$ cat src/rtl/spi_rx_fifo.sv
// spi_rx_fifo: receive-side buffer behind the SPI slave.
// Synchronises the slave's frame-complete flag into clk, captures one word
// per completed frame into a circular FIFO and presents it first-word-fall-
// through over valid/ready. A sticky overflow flag records dropped frames.
// Optional frame/drop statistics counters: define SPI_RX_STATS_EN.
module spi_rx_fifo #(
    parameter int DW          = 12,
    parameter int DEPTH       = 8,
    parameter int SYNC_STAGES = 2
) (
    input  logic                         clk,
    input  logic                         rst,
    input  logic                         done_in,
    input  logic [DW-1:0]                din,
    output logic [DW-1:0]                out_data,
    output logic                         out_valid,
    input  logic                         out_ready,
    output logic [$clog2(DEPTH+1)-1:0]   count,
    output logic                         full,
    output logic                         overflow,
    input  logic                         clr_ovf
`ifdef SPI_RX_STATS_EN
    ,
    output logic [15:0]                  frame_cnt,
    output logic [15:0]                  drop_cnt
`endif
);

    localparam int PW = $clog2(DEPTH);
    localparam int CW = $clog2(DEPTH+1);
    localparam logic [CW-1:0] FULL_CNT = CW'(DEPTH);

    logic [SYNC_STAGES-1:0] r_sync;
    logic [SYNC_STAGES-1:0] r_settle;
    logic                   r_prev;
    logic                   r_armed;
    logic [PW-1:0]          r_wr_ptr;
    logic [PW-1:0]          r_rd_ptr;
    logic [CW-1:0]          r_count;
    logic                   r_overflow;
    logic [DW-1:0]          r_mem [DEPTH];

    logic w_done_s;
    logic w_settled;
    logic w_push;
    logic w_pop;
    logic w_full;
    logic w_empty;
    logic w_accept;
    logic w_drop;

    // The sync flops come out of reset at 0, so done_s only reflects the real
    // done_in once the chain has refilled. r_settle marks that point; arming
    // before it would mistake a done_in already high at reset for a new edge.
    assign w_done_s  = r_sync[SYNC_STAGES-1];
    assign w_settled = r_settle[SYNC_STAGES-1];

    assign w_push   = r_armed & w_done_s & ~r_prev;
    assign w_empty  = (r_count == '0);
    assign w_full   = (r_count == FULL_CNT);
    assign w_pop    = ~w_empty & out_ready;
    assign w_accept = w_push & (~w_full | w_pop);
    assign w_drop   = w_push & w_full & ~w_pop;

    assign out_valid = ~w_empty;
    assign full      = w_full;
    assign count     = r_count;
    assign overflow  = r_overflow;
    assign out_data  = w_empty ? '0 : r_mem[r_rd_ptr];

    // Stage boundary: done_in synchroniser, edge history and arming.
    always_ff @(posedge clk) begin
        if (rst) begin
            r_sync   <= '0;
            r_settle <= '0;
            r_prev   <= 1'b0;
            r_armed  <= 1'b0;
        end else begin
            r_sync   <= {r_sync[SYNC_STAGES-2:0], done_in};
            r_settle <= {r_settle[SYNC_STAGES-2:0], 1'b1};
            r_prev   <= w_done_s;
            r_armed  <= r_armed | (w_settled & ~w_done_s);
        end
    end

    // Stage boundary: FIFO storage write (data path, not reset).
    always_ff @(posedge clk) begin
        if (w_accept) begin
            r_mem[r_wr_ptr] <= din;
        end
    end

    // Stage boundary: pointers and occupancy.
    always_ff @(posedge clk) begin
        if (rst) begin
            r_wr_ptr <= '0;
            r_rd_ptr <= '0;
            r_count  <= '0;
        end else begin
            if (w_accept) begin
                r_wr_ptr <= r_wr_ptr + PW'(1);
            end
            if (w_pop) begin
                r_rd_ptr <= r_rd_ptr + PW'(1);
            end
            case ({w_accept, w_pop})
                2'b10:   r_count <= r_count + CW'(1);
                2'b01:   r_count <= r_count - CW'(1);
                default: r_count <= r_count;
            endcase
        end
    end

    // Sticky overflow; a fresh drop outranks a same-cycle clear.
    always_ff @(posedge clk) begin
        if (rst) begin
            r_overflow <= 1'b0;
        end else if (w_drop) begin
            r_overflow <= 1'b1;
        end else if (clr_ovf) begin
            r_overflow <= 1'b0;
        end
    end

`ifdef SPI_RX_STATS_EN
    function automatic logic [15:0] sat_inc16(input logic [15:0] v);
        return (v == 16'hFFFF) ? v : v + 16'd1;
    endfunction

    logic [15:0] r_frame_cnt;
    logic [15:0] r_drop_cnt;

    assign frame_cnt = r_frame_cnt;
    assign drop_cnt  = r_drop_cnt;

    // Saturating frame and drop statistics; untouched by clr_ovf.
    always_ff @(posedge clk) begin
        if (rst) begin
            r_frame_cnt <= '0;
            r_drop_cnt  <= '0;
        end else begin
            if (w_push) begin
                r_frame_cnt <= sat_inc16(r_frame_cnt);
            end
            if (w_drop) begin
                r_drop_cnt <= sat_inc16(r_drop_cnt);
            end
        end
    end
`endif

endmodule

$ cat config.mk
export PLATFORM = sky130hd
export DESIGN_NAME = spi_rx_fifo
export DESIGN_NICKNAME = d
export VERILOG_FILES = /design/src/rtl/spi_rx_fifo.sv
export SDC_FILE = /design/constraint.sdc
export NUM_CORES = 1
export LEC_CHECK = 0
export ABC_AREA = 0
export BUFFER_PORTS_ARGS = -buffer_cell sky130_fd_sc_hd__buf_2
export CORE_UTILIZATION = 40
export CTS_BUF_LIST = sky130_fd_sc_hd__clkbuf_8 sky130_fd_sc_hd__clkbuf_16
export CTS_CLUSTER_SIZE = 14
export DETAILED_ROUTE_END_ITERATION = 12
export SLEW_MARGIN = 20
export SYNTH_ARGS = -nofsm -noshare
export SYNTH_HDL_FRONTEND = slang
export SYNTH_SLANG_ARGS = --single-unit
export TNS_END_PERCENT = 5
$ cat constraint.sdc
create_clock -name clk -period 3 [get_ports clk]
set_clock_uncertainty 0.2 [all_clocks]
set_input_delay 0.15 -clock clk [delete_from_list [all_inputs] [get_ports clk]]
set_output_delay 0.15 -clock clk [all_outputs]
set_load 0.005 [all_outputs]
After elaboration in Yosys (flattened, before gate mapping):

Memory sizes are Yosys's and may differ from the RTL's. A register that Yosys moved wholly into a read port is not among the register bits.
Index checks and enable logic that the tools add are counted.

* output and inout port bits: 19
* memory bits (read-only): 0
* bits of input ports: 17
* word-level logic and storage cells: 43
* register bits: 17
* memories kept: 1
* bits in writable memories: 96
* latch bits: 0

Memory list
* r_mem: depth 8, bits a word 12, rd ports 1, clocked after memory_dff 1, wr ports 1, RTL line 41 `logic [DW-1:0] r_mem [DEPTH];`

* multipliers: 0
* muxes and demuxes: 9
* add/subtract/negate cells: 4
* bitwise operators: 14
* reductions and logical operators: 3
* magnitude comparators: 0
* eq/ne operators: 3
* div/mod/pow operators: 0
* shift operators: 0

Operator list (count)
* $mux 12: 1
* $pmux 4 s2: 1
* $and 1x1->1: 7
* $add 3x1->3 const B: 2
* $mux 3: 2
* $mux 1: 5
* $not 1->1: 5
* $add 4x1->4 const B: 1
* $eq 4x4->1 const B: 1
* $logic_not 4->1: 1
* $reduce_bool 2->1: 2
* $sub 4x1->4 const B: 1
* $eq 2x1->1 const B: 1
* $eq 2x2->1 const B: 1
* $or 1x1->1: 2

Longest topological paths before layout:

Gate-level depths: netlist (run 1).

* word-level depth: 7
* depth in mapped cells: 8
* gate-level depth less buffers: 7

Worst setup path before layout (run 1):

OpenSTA, ideal clock, no wires.

* kind: register to register
* start: reg r_count[0] (netlist: count[0])
* end: mem r_mem[0][0] (enable)
* stages on the path, launching flop included: 5
* clock period less this slack: 2643 ps
* library setup time: 412 ps
* required time: 2388 ps
* slack: 357 ps
* arrival time: 2030 ps
* cells stage by stage: dfxtp_1 -> or3_1 -> buf_6 -> o21ai_2 -> nor4_1

* word-level cells in the longest chain between the ends: 7
* elaborated cells on any way between the ends: 9
* those cells by class: eq/ne: 1; mux: 2; bitwise: 5; reduce/logical: 1

Ends and longest elaborated chain
* from (decl): RTL line 39 `logic [CW-1:0] r_count;`
* from (signal assigned): RTL line 107 `2'b10: r_count <= r_count + CW'(1);`
* from (signal assigned): RTL line 108 `2'b01: r_count <= r_count - CW'(1);`
* from (signal assigned): RTL line 109 `default: r_count <= r_count;`
* $logic_not 4->1: RTL line 59 `assign w_empty = (r_count == '0);`
* $not 1->1: RTL line 61 `assign w_pop = ~w_empty & out_ready;`
* $and 1x1->1: RTL line 61
* $or 1x1->1 *: RTL line 62 `assign w_accept = w_push & (~w_full | w_pop);`
* $and 1x1->1 *: RTL line 62
* $mux 1 *: RTL line 88 `if (w_accept) begin`
* $mux 1 (implied by the code) *: RTL line 89 `r_mem[r_wr_ptr] <= din;`
* to (decl): RTL line 41

Mark *: on every way between the ends. The rest lies on a longest branch, timed or not.

Worst setup path after layout (run 1):

* start: reg r_count[1] (netlist: count[1])
* end: mem r_mem[4][4] (enable)

The elaborated chain is that of the path after synthesis.

==> flow_summary.yaml, run 1 <==
synth:
  ys_top_cells_by_area: "edfxtp_1, mux4_2, dfxtp_1, mux2i_1, nor2_1"
  synth_commonest_cells: "edfxtp_1, nor2_1, mux4_2"
  synth_cells: 250
  synth.most_common_cell: "edfxtp_1"
  syn-cell-area_sq_um: 4523
  synth_warnings: 0
  syn_area_per_cell_sq_um: 18.09
  dominantRegCellSynth: "edfxtp_1"
  ys_ff_latch: 116
  yosys.area.top_type: "edfxtp_1"
  yosysUniqueCellTypes: 33
  synth_top_cell_area_share_pct: 63.73
  ys_async_sr_fraction_pct: 0
  synth_edf_count: 96
  ys_seq_area_share_pct: 72.59
  synth_nets: 270
die:
  rows: 38
  dieArea_sq_um: 11740
  ioPinCount: 36
  die_h_microns: 108.3
  core_sq_um: 10940
  start_util_pct: 41.36
  die_w_microns: 108.3
pwr:
  power_density_nw_per_um2: 758.7
  irDropWorstVdd_uv: 366.7
  p_leak_nw: 2.000
critical_path:
  cp-end-kind: "flop"
  r2r_cells: 4
  cp_slowest_cell: "nor3_2"
  path_class: "flop to flop"
  reg2reg_to: "r_mem[4][4]"
  max_stage_delay_ns: 0.77
  start_kind: "flop"
  path_cells: "or3_1, o21ai_2, or2_2, nor3_2"
  cp.arrival_ns: 2.29
  reg2reg_from: "count[1]"
  cp_max_fo: 12
  crit_family: "simple AND/OR/NAND/NOR gates"
  reg2reg_slack_ns: 0.53
  startpoint: "count[1]"
  critPathBufInv: 0
  worstPathRequired_ns: 2.82
cts:
  numCtsBuffers: 17
  cts-root-buf: "clkbuf_16"
  cts_resized: 0
  htreeDepth: 4
  clk_pin_slew_worst_paths_ns: 0.05
  cts_tree: "built"
  insertion_delay_ns: 0.40
  clockBufferDepth: 2
  numClockSinks: 116
hold_path:
  min_from: "r_settle[0]"
  min_path_type: "flop to flop"
  hold_end: "r_settle[1]"
  min_path_cells: 1
drt:
  via_per_inst: 5.049
  drt_wl_total_microns: 8117
  drt-initial-drc-count: 86
  wire_per_inst_microns: 17.20
  num_vias: 2383
  drc: 0
  drtPass1Iterations: 5
  ant_nets: 0
grt:
  grt_use_total_pct: 15.50
  grt_pass1_vias: 2331
  grt_max_degree: 25
  grt-ovfl-total: 0
  grt_first_pass_wirelength_microns: 12610
  antenna_found_initial: 0
final_layout:
  syn_to_final_growth_pct: 26.61
  drive_gt1_share_pct: 34.34
  n_fill_cell: 898
  fin_nets: 339
  n_antenna_cell: 0
sta:
  setup_viol: 0
  slew_headroom_pct: 32.42
  fmax_mhz: 405.4
  finalHoldViolCount: 0
  final.period_utilization_pct: 82.22
  hold_slack_ns: 0.2383
  fin_ws_ns: 0.5333
  min_period_ns: 2.467
  drv_slew: 0
  rsz0062_at_grt: "false"
  tns_ns: 0
  worst_pin_slew_ns: 1.008
place:
  port_buffers: 35
  dp_hpwl_microns: 4846
  pre_cts_ws_ns: 0.3568
  gp_congestion: 0.7280
run:
  drv_cap: 0
status:
  status: "finished, final reports clean"
worst max path at each step:
stage                   end  depth (start not counted)
3_3_place_gp   r_mem[6][10]                          4
2_1_floorplan   r_mem[0][0]                          4
4_1_cts        r_mem[6][11]                          4
5_1_grt         r_mem[4][4]                          4
6_report        r_mem[4][4]                          4
3_5_place_dp    r_mem[6][4]                          4
cell type report:
cell class / instances / area (sq um) / area share [%]
Tap cell: 140 / 175.2 / 3.059
Sequential cell: 116 / 3283 / 57.33
Inverter: 4 / 15.01 / 0.2622
Clock inverter: 15 / 205.2 / 3.583
Multi-Input combinational cell: 117 / 1190 / 20.78
Timing Repair Buffer: 63 / 432.9 / 7.560
Clock buffer: 17 / 425.4 / 7.428
cells in the final DEF (no fill, tap or decap), types with 6 or more instances in the layout:
master / synthesis / routed
buf_2: 4 / 35
dfxtp_1: 20 / 20
mux2i_1: 15 / 15
dlygate4sd3_1: 0 / 19
buf_4: 0 / 9
edfxtp_1: 96 / 96
clkbuf_16: 0 / 17
nand2_1: 6 / 6
nor2b_1: 6 / 6
mux4_2: 24 / 24
nor2_1: 29 / 26
routing by layer:
metal	wire, microns	global-route usage (%)	up-vias
met4	121	7.529	0
met1	3518	18.45	1191
met5	0	0	-
li1	-	-	1112
met3	358	4.461	14
met2	4119	25.84	66
flip-flops by register name, summed over array words and instances, names as in the netlist, named ones only:
| name | cells |
|---|---|
| r_mem | 96 |
| count | 4 |
| r_rd_ptr | 3 |
| r_wr_ptr | 3 |
| r_settle | 2 |
| r_sync | 2 |
| overflow | 1 |
| r_armed | 1 |
| r_prev | 1 |
kinds of logic (layout without fill, tap and decap cells):
logic type	count (synthesis)	in the layout	synth area share, %
simple gates	58	58	6.252
flops	116	116	72.59
fa+ha+maj	3	3	0.8300
xor+xnor	5	5	0.9681
mux	41	41	15.77
compound gates	10	10	1.743
buf+inv	17	99	1.853
through the flow:
stage               instances  area (sq um)  power [mW]  utilization (%)
floorplan                 250          4523       2.137                -
global placement          421          4898       2.262            44.79
detailed placement        421          4898       2.270            44.79
CTS                       472          5719       4.398            52.30
global route              472          5727       4.495            52.37
finish                    472          5727       4.345            52.37
report_power, final:
part           internal, mW  switching, mW  total [mW]
sequential             1.76         0.0194        1.78
combinational         0.227          0.230       0.457
clock                  1.40          0.709        2.10
total                  3.39          0.959        4.35
what timing repair did:
item                                   CTS  global route
hold buffers                            19             0
buffers inserted                         0             0
endpoints found under the hold margin  111             0
No activity file was read; power rests on OpenSTA's default activity.
==> inputs of run 2 (changes only) <==
- ABC_AREA: 0 -> 1
- clock period: 3 -> 2.15 ns (I/O delays scaled with it)
==> run 2 against run 1 <==
Non-clock buffer count rose by 15; clock power rose by 34%; sequential power rose by 44%; worst setup slack got worse by 0.45 ns; critical path type is now flop to output pin.
==> flow_summary.yaml, run 2 <==
status:
  status: "finished, final reports clean"
cts:
  insertion_delay_ns: 0.41
  cts_tree: "built"
  clockBufferDepth: 2
  clk_pin_slew_worst_paths_ns: 0.05
  numCtsBuffers: 17
  numClockSinks: 116
  cts-root-buf: "clkbuf_16"
  htreeDepth: 4
sta:
  setup_viol: 0
  final.period_utilization_pct: 96.00
  min_period_ns: 2.064
  drv_slew: 0
  fin_ws_ns: 0.08609
  finalHoldViolCount: 0
  worst_pin_slew_ns: 0.6603
  hold_slack_ns: 0.03402
  rsz0062_at_grt: "true"
  tns_ns: 0
  slew_headroom_pct: 55.93
  fmax_mhz: 484.5
place:
  port_buffers: 35
  pre_cts_ws_ns: -0.1708
  gp_congestion: 0.7508
  dp_hpwl_microns: 5981
drt:
  wire_per_inst_microns: 15.38
  drc: 0
  drt-initial-drc-count: 232
  ant_nets: 0
  num_vias: 3180
  drt_wl_total_microns: 9689
  drtPass1Iterations: 4
  via_per_inst: 5.048
final_layout:
  top_register: "r_mem"
  final_common_cell: "edfxtp_1"
  largest_reg_flops: 96
  fin_nets: 498
  n_antenna_cell: 0
  finish.utilization_pct: 53.54
  syn_to_final_growth_pct: 28.02
  layout_common_cells: "edfxtp_1, nor2_1, o21ai_0"
  drive_gt1_share_pct: 20.61
critical_path:
  reg2reg_from: "r_sync[1]"
  start_kind: "flop"
  cp-end-kind: "output pin"
  reg2reg_to: "r_mem[7][1]"
  reg2reg_slack_ns: 0.12
  path_class: "flop to output pin"
  cp.arrival_ns: 1.76
  r2r_cells: 6
  worstPathRequired_ns: 1.84
  cp_max_fo: 48
die:
  core_sq_um: 11030
  die_w_microns: 109.4
  die_h_microns: 109.4
  rows: 38
  ioPinCount: 36
  dieArea_sq_um: 11970
  start_util_pct: 41.82
pwr:
  irDropWorstVdd_uv: 658.5
  p_leak_nw: 2.201
  finalPower_mw: 7.394
  power_density_nw_per_um2: 1252
grt:
  grt_use_total_pct: 18.02
  grt_first_pass_wirelength_microns: 15300
  grt-ovfl-total: 0
  grt_max_degree: 49
  grt_pass1_vias: 3044
  antenna_found_initial: 0
synth:
  yosys.area.top_type: "edfxtp_1"
  ys_ff_latch: 116
  synth_edf_count: 96
  yosysUniqueCellTypes: 25
  synth_warnings: 0
  synth_top_cell_area_share_pct: 62.49
  synth_commonest_cells: "edfxtp_1, nor2_1, o21ai_0"
  ys_top_cells_by_area: "edfxtp_1, dfxtp_1, nor2_1, o21ai_0, inv_1"
  synth.most_common_cell: "edfxtp_1"
  dominantRegCellSynth: "edfxtp_1"
  ys_seq_area_share_pct: 71.17
  syn-cell-area_sq_um: 4613
  synth_nets: 419
  synth_cells: 399
  syn_area_per_cell_sq_um: 11.56
  ys_async_sr_fraction_pct: 0
run:
  drv_cap: 0
hold_path:
  min_from: "out_ready"
  min_path_type: "primary input to flop"
  min_path_cells: 6
  hold_end: "r_wr_ptr[0]"
[run 2: changes by cell type in the layout (fill, tap and decap cells not counted), sizes merged, moves of 15 or more]
| cell | change |
|---|---|
| buf | +17 |
| inv | +21 |
| mux2i | -15 |
| mux4 | -24 |
| nand2 | +16 |
| nor2 | +64 |
| o21ai | +65 |
[run 2: routing by layer]
| metal | wire (microns) | share of wire (%) | GRT usage, % | vias up |
|---|---|---|---|---|
| met5 | 0 | 0 | 0 | - |
| met4 | 157 | 1.6 | 7.524 | 0 |
| met3 | 458 | 4.7 | 5.868 | 18 |
| met2 | 4753 | 49 | 29.07 | 67 |
| met1 | 4319 | 45 | 22.30 | 1526 |
| li1 | - | - | - | 1569 |
[run 2: critical path, stage by stage (launching register included)]
cell,delay [ns]
dfxtp_2,0.37
inv_2,0.06
buf_12,0.17
o21ai_0,0.21
o22ai_1,0.11
o21ai_0,0.22
a31oi_1,0.06
buf_2,0.14
[run 2: worst max path at each step]
| stage | startpoint | end | slack [ns] | depth (start not counted) |
|---|---|---|---|---|
| final | flop | out_data[1] | 0.09 | 7 |
| after global routing | r_prev | r_mem[7][0] | -0.06 | 7 |
| after CTS | flop | out_data[1] | 0.009 | 7 |
| after detailed placement | count[3] | r_mem[1][9] | -0.17 | 7 |
| after global placement | count[3] | r_mem[3][9] | -0.20 | 7 |
| after floorplan | r_armed | r_mem[5][0] | 0.13 | 6 |
[run 2: cell type report]
type | count | area (sq um)
inverters | 27 | 101.3
multi-input cells | 238 | 1169
well taps | 140 | 175.2
fillers | 933 | 5125
flip-flops and latches | 116 | 3284
clock inverters | 14 | 170.2
clock buffers | 17 | 425.4
repair buffers | 78 | 580.6
[run 2: logic make-up after synthesis]
group                      Yosys count  synth area share, %
and+or+nand+nor                    130                11.74
DFF                                116                71.17
AOI/OAI and AO/OA                  103                11.91
buffers and inverters               45                3.987
adders and majority gates            3               0.8138
xor gates and xnor gates             2               0.3798
[run 2: report_power, final]
| part | internal [mW] | total, mW | switching (mW) |
|---|---|---|---|
| Combinational | 0.831 | 2.02 | 1.19 |
| Clock | 1.90 | 2.81 | 0.911 |
| Sequential | 2.51 | 2.57 | 0.0553 |
[run 2: what timing repair did]
| action | in CTS | in global routing |
|---|---|---|
| endpoints found under the setup margin | 36 | 61 |
| hold endpoints to repair | 105 | 0 |
| resized for setup | 3 | 12 |
| hold buffers | 17 | 0 |
| buffers inserted | 0 | 0 |
[run 2: through the flow]
stage / std cells / cell area, sq um
after floorplan: 399 / 4613
after global placement: 582 / 5101
after detailed placement: 582 / 5104
after CTS: 630 / 5877
after global routing: 630 / 5906
final: 630 / 5906
==> inputs of run 3 (changes only) <==
- SETUP_SLACK_MARGIN: default -> 0.3
- clock period: 2.15 -> 2.6 ns (I/O delays scaled with it)
==> run 3 against run 2 <==
Core utilization is 0.59 points lower; sequential share of layout area increased by 0.60 points; combinational power decreased by 26%; total power is 18% lower; via count decreased by 1.9%; non-clock buffer count is 5 lower; cell area is 1.1% lower; wire length increased by 1.8%; critical endpoint is now out_data[2].
==> flow_summary.yaml, run 3 (synthesis results as in run 2) <==
status:
  status: "finished, final reports clean"
critical_path:
  cp_max_fo: 48
  cpMostUsedCell: "o21ai_0"
  path_class: "flop to output pin"
  cp-end-kind: "output pin"
  crit_family: "buffers and inverters"
  cp_slowest_cell: "buf_4"
  critPathBufInv: 3
  start_kind: "flop"
  max_stage_delay_ns: 0.38
  path_cells: "inv_1, buf_4, o21ai_0, o22ai_1, o21ai_0, a31oi_1, buf_2"
  worst-path-stages: 7
  worstPathRequired_ns: 2.27
  cp.arrival_ns: 1.88
  r2r_cells: 7
drt:
  drt-met1-wl_microns: 4303
  drc: 0
  drt-initial-drc-count: 178
  top_layer: "met4"
  route.met3.wl_microns: 558
  wl_met2_microns: 4966
  ant_nets: 0
  wire_per_inst_microns: 15.76
  via_per_inst: 4.981
  drtPass1Iterations: 4
  num_vias: 3118
  drt_wl_total_microns: 9866
place:
  place_inst: 576
  placed_area_sq_um: 5031
  dp_hpwl_microns: 5958
  gp_congestion: 0.7659
  port_buffers: 35
  pre_cts_ws_ns: 0.2428
sta:
  tns_ns: 0
  final.period_utilization_pct: 85.07
  rsz0062_at_grt: "true"
  fin_ws_ns: 0.3881
  drv_slew: 0
  min_period_ns: 2.212
  worst_pin_slew_ns: 0.6776
  hold_slack_ns: 0.2099
  finalHoldViolCount: 0
  setup_viol: 0
  fmax_mhz: 452.1
  slew_headroom_pct: 54.78
cts:
  clockBufferDepth: 2
  post_cts_buffers: 0
  cts_tree: "built"
  cts-root-buf: "clkbuf_16"
  numClockSinks: 116
  insertion_delay_ns: 0.40
  clk_pin_slew_worst_paths_ns: 0.05
  numCtsBuffers: 17
  htreeDepth: 4
hold_path:
  min_path_cells: 2
  min_path_type: "flop to flop"
final_layout:
  final_cell_area_sq_um: 5841
  fin_nets: 493
  n_fill_cell: 941
  final_common_cell: "edfxtp_1"
  layout_common_cells: "edfxtp_1, nor2_1, o21ai_0"
  largest_reg_flops: 96
  instances_no_fill: 626
  multi_input_area_sq_um: 1154
  syn_to_final_growth_pct: 26.61
  top_register: "r_mem"
  drive_gt1_share_pct: 18.52
  register_area_sq_um: 3283
  n_antenna_cell: 0
pwr:
  p_leak_nw: 2.182
  power_density_nw_per_um2: 1035
  irDropWorstVdd_uv: 506.6
grt:
  antenna_found_initial: 0
  grt_max_degree: 49
  grt_pass1_vias: 3032
  grt-ovfl-total: 0
  grt_first_pass_wirelength_microns: 15330
  grt_use_total_pct: 17.93
die:
  die_h_microns: 109.4
  start_util_pct: 41.82
  rows: 38
  ioPinCount: 36
  die_w_microns: 109.4
  dieArea_sq_um: 11970
  core_sq_um: 11030
run:
  drv_cap: 0
## run 3: cell types whose count changed in the layout (fill, tap and decap cells not counted), sizes merged
cell,before,now
dlygate4sd3,17,18
bufinv,4,5
clkinvlp,2,0
buf,61,55
inv,28,29
clkinv,7,8
## run 3: where the power goes
group	leakage, nW	total [mW]	switching (mW)	internal [mW]
combinational	0.838	1.50	0.929	0.566
clock	0.317	2.41	0.742	1.67
sequential	1.03	2.14	0.0635	2.07
total	2.18	6.05	1.73	4.31
## run 3: worst register-to-register path, stage by stage, from the launching register on
cell     delay, ns
dfxtp_1       0.46
nor4_2        0.12
nand2_2       0.10
nand2_1       0.07
nor2_1        0.09
inv_1         0.11
nor2_1        0.48
buf_4         0.29
## run 3: final timing paths
kind	end	start	slack, ns
min	r_settle[1]	r_settle[0]	0.21
min reg2reg	r_settle[1]	r_settle[0]	0.21
max	out_data[2]	flop	0.39
max reg2reg	r_mem[3][10]	count[0]	0.39
## run 3: what timing repair did
action	CTS	global route
hold buffers	18	0
endpoints found under the hold margin	106	0
resized for setup	1	1
setup endpoints to repair	24	25
## run 3: layer usage
metal	GRT usage, %	vias to the layer above
met5	0	-
met4	7.429	0
met3	5.631	2
met2	28.21	64
met1	22.93	1488
li1	-	1564
## run 3: stage by stage
stage	total power [mW]	utilization, %
2_1_floorplan	3.126	-
3_3_place_gp	3.657	45.61
3_5_place_dp	3.675	45.61
4_1_cts	6.119	52.90
5_1_grt	6.375	52.95
6_report	6.046	52.95
## run 3: final cells by class
cell class                      count  share of cell area [%]
Tap cell                          140                   2.999
Clock inverter                     15                   3.363
Inverter                           27                   1.735
Timing Repair Buffer               73                   8.655
Multi-Input combinational cell    238                   19.75
Sequential cell                   116                   56.21
Clock buffer                       17                   7.284
